[src/rtl/ws2812_ctrl.sv]
// WS2812 single-wire serialiser: pulls 24-bit GRB pixels from the select stage one at a time
// and drives MSB-first pulse-width-coded bits, followed by a low latch gap after each frame.
module ws2812_ctrl #(
  parameter int unsigned PIX_NUM    = 64,
  parameter int unsigned T_BIT      = 63,
  parameter int unsigned T0H        = 20,
  parameter int unsigned T1H        = 40,
  parameter int unsigned RST_CYCLES = 15000
) (
  input  logic        sys_clk,
  input  logic        sys_rst,
  input  logic        ws2812_start,
  input  logic [23:0] cfg_data,
  output logic        cfg_start,
  output logic        dout,
  output logic        busy
);

  localparam int unsigned BW = $clog2(T_BIT + 1);
  localparam int unsigned PW = (PIX_NUM > 1) ? $clog2(PIX_NUM) : 1;
  localparam int unsigned GW = (RST_CYCLES > 1) ? $clog2(RST_CYCLES) : 1;

  localparam logic [BW-1:0] BitLast = BW'(T_BIT - 1);
  localparam logic [BW-1:0] Hi0     = BW'(T0H);
  localparam logic [BW-1:0] Hi1     = BW'(T1H);
  localparam logic [PW-1:0] PixLast = PW'(PIX_NUM - 1);
  localparam logic [GW-1:0] GapLast = GW'(RST_CYCLES - 1);
  localparam logic [4:0]    IdxLast = 5'd23;

  typedef enum logic [1:0] {StIdle, StLoad, StSend, StGap} state_e;

  state_e        state_q, state_d;
  logic [BW-1:0] bit_cnt_q, bit_cnt_d;
  logic [4:0]    bit_idx_q, bit_idx_d;
  logic [PW-1:0] pix_cnt_q, pix_cnt_d;
  logic [GW-1:0] gap_cnt_q, gap_cnt_d;
  logic [23:0]   shreg_q, shreg_d;
  logic          pend_q, pend_d;
  logic          dout_q, dout_d;
  logic          cfg_start_q, cfg_start_d;
  logic [BW-1:0] hi_thr;

  assign hi_thr = shreg_q[23] ? Hi1 : Hi0;

  // dout_d is the level for the counter value of the *next* cycle, so the registered
  // output lines up with the SEND counter instead of lagging it.
  always_comb begin
    state_d     = state_q;
    bit_cnt_d   = bit_cnt_q;
    bit_idx_d   = bit_idx_q;
    pix_cnt_d   = pix_cnt_q;
    gap_cnt_d   = gap_cnt_q;
    shreg_d     = shreg_q;
    pend_d      = pend_q;
    dout_d      = 1'b0;
    cfg_start_d = (state_q == StLoad);

    if (ws2812_start && (state_q != StIdle)) begin
      pend_d = 1'b1;
    end

    unique case (state_q)
      StIdle: begin
        if (ws2812_start) begin
          state_d   = StLoad;
          pix_cnt_d = '0;
        end
      end
      StLoad: begin
        state_d   = StSend;
        shreg_d   = cfg_data;
        bit_cnt_d = '0;
        bit_idx_d = '0;
        dout_d    = 1'b1;  // counter 0 is below either high time
      end
      StSend: begin
        if (bit_cnt_q == BitLast) begin
          bit_cnt_d = '0;
          shreg_d   = {shreg_q[22:0], 1'b0};
          if (bit_idx_q == IdxLast) begin
            bit_idx_d = '0;
            if (pix_cnt_q == PixLast) begin
              state_d   = StGap;
              gap_cnt_d = '0;
            end else begin
              state_d   = StLoad;
              pix_cnt_d = pix_cnt_q + 1'b1;
            end
          end else begin
            bit_idx_d = bit_idx_q + 1'b1;
            dout_d    = 1'b1;
          end
        end else begin
          bit_cnt_d = bit_cnt_q + 1'b1;
          dout_d    = (bit_cnt_d < hi_thr);
        end
      end
      StGap: begin
        if (gap_cnt_q == GapLast) begin
          gap_cnt_d = '0;
          // a request landing on the very last gap cycle is honoured rather than lost
          if (pend_q || ws2812_start) begin
            state_d   = StLoad;
            pix_cnt_d = '0;
            pend_d    = 1'b0;
          end else begin
            state_d = StIdle;
          end
        end else begin
          gap_cnt_d = gap_cnt_q + 1'b1;
        end
      end
      default: state_d = StIdle;
    endcase
  end

  always_ff @(posedge sys_clk) begin
    if (sys_rst) begin
      state_q     <= StIdle;
      bit_cnt_q   <= '0;
      bit_idx_q   <= '0;
      pix_cnt_q   <= '0;
      gap_cnt_q   <= '0;
      shreg_q     <= '0;
      pend_q      <= 1'b0;
      dout_q      <= 1'b0;
      cfg_start_q <= 1'b0;
    end else begin
      state_q     <= state_d;
      bit_cnt_q   <= bit_cnt_d;
      bit_idx_q   <= bit_idx_d;
      pix_cnt_q   <= pix_cnt_d;
      gap_cnt_q   <= gap_cnt_d;
      shreg_q     <= shreg_d;
      pend_q      <= pend_d;
      dout_q      <= dout_d;
      cfg_start_q <= cfg_start_d;
    end
  end

  assign dout      = dout_q;
  assign cfg_start = cfg_start_q;
  assign busy      = (state_q != StIdle);

endmodule

[config.mk]
export PLATFORM = sky130hd
export DESIGN_NAME = ws2812_ctrl
export DESIGN_NICKNAME = d
export VERILOG_FILES = /design/src/rtl/ws2812_ctrl.sv
export SDC_FILE = /design/constraint.sdc
export NUM_CORES = 1
export LEC_CHECK = 0
export CAP_MARGIN = 20
export CELL_PAD_IN_SITES_DETAIL_PLACEMENT = 1
export CELL_PAD_IN_SITES_GLOBAL_PLACEMENT = 1
export CORE_AREA = 2 2 110 122
export CTS_CLUSTER_DIAMETER = 80
export DETAILED_ROUTE_END_ITERATION = 8
export DIE_AREA = 0 0 112 124
export DONT_BUFFER_PORTS = 1
export PLACE_DENSITY_LB_ADDON = 0.1
export SETUP_SLACK_MARGIN = 0.02
export SLEW_MARGIN = 20
export SYNTH_ARGS = -nofsm -noshare
export SYNTH_HDL_FRONTEND = slang
export SYNTH_SLANG_ARGS = --single-unit
[constraint.sdc]
create_clock -name sys_clk -period 4.6 [get_ports sys_clk]
set_input_delay 0.46 -clock sys_clk [delete_from_list [all_inputs] [get_ports sys_clk]]
set_output_delay 0.46 -clock sys_clk [all_outputs]
set_load 0.01 [all_outputs]
==> run metrics <==
Final Hold Fails 0; status completed; Initial Util between 20% and 30%; maximum root-to-sink buffer count 2; Initial DRT Pass Iterations 4; die area ~14000 sq um; routed len/inst around 15 microns; commonest cells after routing, fill and taps aside 60 x dfxtp_1, 48 x nor2_1, 25 x mux2i_1; core box area about 13000 sq um; worst skew pair latency approximately 0.34 ns; worst-path fanout max 18; Port Buffers 0; Via Count 2513; GRT overflow 0; DR DRC count 0; CP Class reg -> reg; first-pass GRT wire length roughly 13000 microns; CP startpoint kind flip-flop; clock slew at reported path FFs about 0.050 ns; average cell area after synthesis a little under 9 sq um; clock skew slightly above 0.007 ns; initial antenna violation count 0; Cell Area, Synth ~3100 sq um; Power Total a little under 2 mW; io pins 30; maxcap violations 0; Setup Total Neg Slack 0 ns; CTS buffer count 9; EDFF count, synth 0; CP endpoint kind flip-flop; Post-Synthesis Net Count a little under 400; #FFs+latches synth 60; layout cell share with drive strength beyond 1 under 10%; Hold Path Class in -> reg; fin nets 383; largest net degree at the start of global routing 53; Routed Antenna Nets 0; RSZ-0062 raised after global routing false; vias in the first global route 2647; leakage roughly 1.2 nW; Via density ~5.0; area delta synth->final 14.3%; WL final ~7800 microns; post-synthesis cell type count 50; min Tclk post-route around 2.9 ns; # hold bufs at CTS 0; measured slew at the worst slew-check pin between 0.9 and 1 ns; routability cong. ~0.7; worst path required time about 4.8 ns; Syn Inst Count 348; worst slew margin relative to its limit a little over a third; H-tree Lvls 3; Post-CTS Resized 0; CTS Sinks 60; CP Data Arrival Time approximately 3 ns; Starting DRT DRC Count just over 80; Max Freq around 350 MHz; Ant. Diodes 0; sequential area share after synthesis about 39%; Die Width around 110 microns; top_reg_cell synth dfxtp_1; post-CTS setup buffer count 0; commonest non-fill, non-tap cell in the layout dfxtp_1; DPL Wire Length around 5300 microns; Die Y about 120 microns; Max Slew Vio Count 0; YS warnings 0; Async S/R FF share, synth 0%; Root Driver clkbuf_16; Peak VDD IR roughly 0.23 mV; # rows 43; Finish-stage setup viols 0; TritonCTS clock tree built; Final Cycle Share 62.0%; Power Density between 500 and 600 nW/um^2; Total Routing Usage GR roughly 12%
## state kept, by name, summed over array words and instances, names as in the netlist
signal / flops
bit_cnt_q: 6
bit_idx_q: 5
cfg_start: 1
dout: 1
gap_cnt_q: 14
pend_q: 1
pix_cnt_q: 6
shreg_q: 24
state_q: 2
## through the flow
| stage | instance area [sq um] | cells | worst slack, ns | util (%) | hold WS (ns) |
|---|---|---|---|---|---|
| 6_report | 3550 | 505 | 1.75 | 28.2 | 0.186 |
| 2_1_floorplan | 3110 | 348 | 2.53 | - | 0.449 |
| 4_1_cts | 3550 | 505 | 1.66 | 28.2 | 0.178 |
| 3_3_place_gp | 3250 | 489 | 1.74 | 25.8 | 0.460 |
| 5_1_grt | 3550 | 505 | 1.41 | 28.2 | 0.170 |
| 3_5_place_dp | 3250 | 489 | 1.68 | 25.8 | 0.468 |
## worst max-delay path: stages, from the launching register on
cell,delay [ns]
dfxtp_1,0.36
inv_1,0.12
ha_2,0.51
and3_1,0.27
nor4b_4,0.52
o21ai_1,0.26
o21bai_2,0.55
nor2_1,0.10
## synthesized netlist by cell type (3+ instances only)
cell type   n  area [sq um]
o2111ai_1   3          26.3
inv_1      13          48.8
and3_1      7          43.8
nand4_1     7          43.8
buf_1       3          11.3
nand3_1    13          65.1
mux2i_1    25           250
or3_1      10          62.6
o211ai_1    4          30.0
xor2_1     10          87.6
o21ai_0    10          50.1
o32ai_1     4          35.0
nand2b_1    8          50.1
a21oi_1    23           115
nor2_1     49           184
clkbuf_1   10          37.5
buf_2       4          20.0
a211oi_1   24           180
ha_1       13           163
nand2_1    13          48.8
dfxtp_1    60          1200
## layout make-up
class,count,area [sq um]
clock buffer,12,256
clock inverter,4,47.5
fill,1490,9040
inverter,13,48.8
multi-input combinational,257,1790
sequential,60,1200
tap,157,196
timing repair buffer,2,15.0
## per-layer routing
metal	part of all wire [%]	vias to the layer above	wire length (microns)	global-route usage, %
li1	-	1255	-	-
met1	47	1213	3680	14.4
met2	46	32	3600	20.0
met3	4.8	13	375	4.14
met4	2.2	0	171	6.17
met5	0	-	0	0
## logic make-up (layout without fill, tap and decap cells)
logic type,Yosys count,after routing,synth area share [%]
multiplexers,26,26,8.42
XOR/XNOR,12,12,3.38
AND/OR/NAND/NOR,123,123,21.2
flip-flops,60,60,38.7
adder cells (fa/ha/maj),13,13,5.24
AO/OA/AOI/OAI,83,83,18.9
buffers and inverters,31,31,4.15
## path summary, 6_finish.rpt
path,start,to,slack [ns],cells after the start
worst max-delay path,state_q[0],gap_cnt_q[8],1.75,7
worst min-delay path,sys_rst,bit_cnt_q[4],0.19,1
worst max register to register,state_q[0],gap_cnt_q[8],1.75,7
worst min register to register,pix_cnt_q[1],pix_cnt_q[1],0.47,2
## power by group
part / switching [mW] / internal [mW] / leakage (nW)
Combinational: 0.393 / 0.220 / 0.550
Clock: 0.249 / 0.447 / 0.149
Sequential: 0.0561 / 0.610 / 0.489
Total: 0.698 / 1.28 / 1.19
Note: power is estimated with default switching activity, not from simulation.
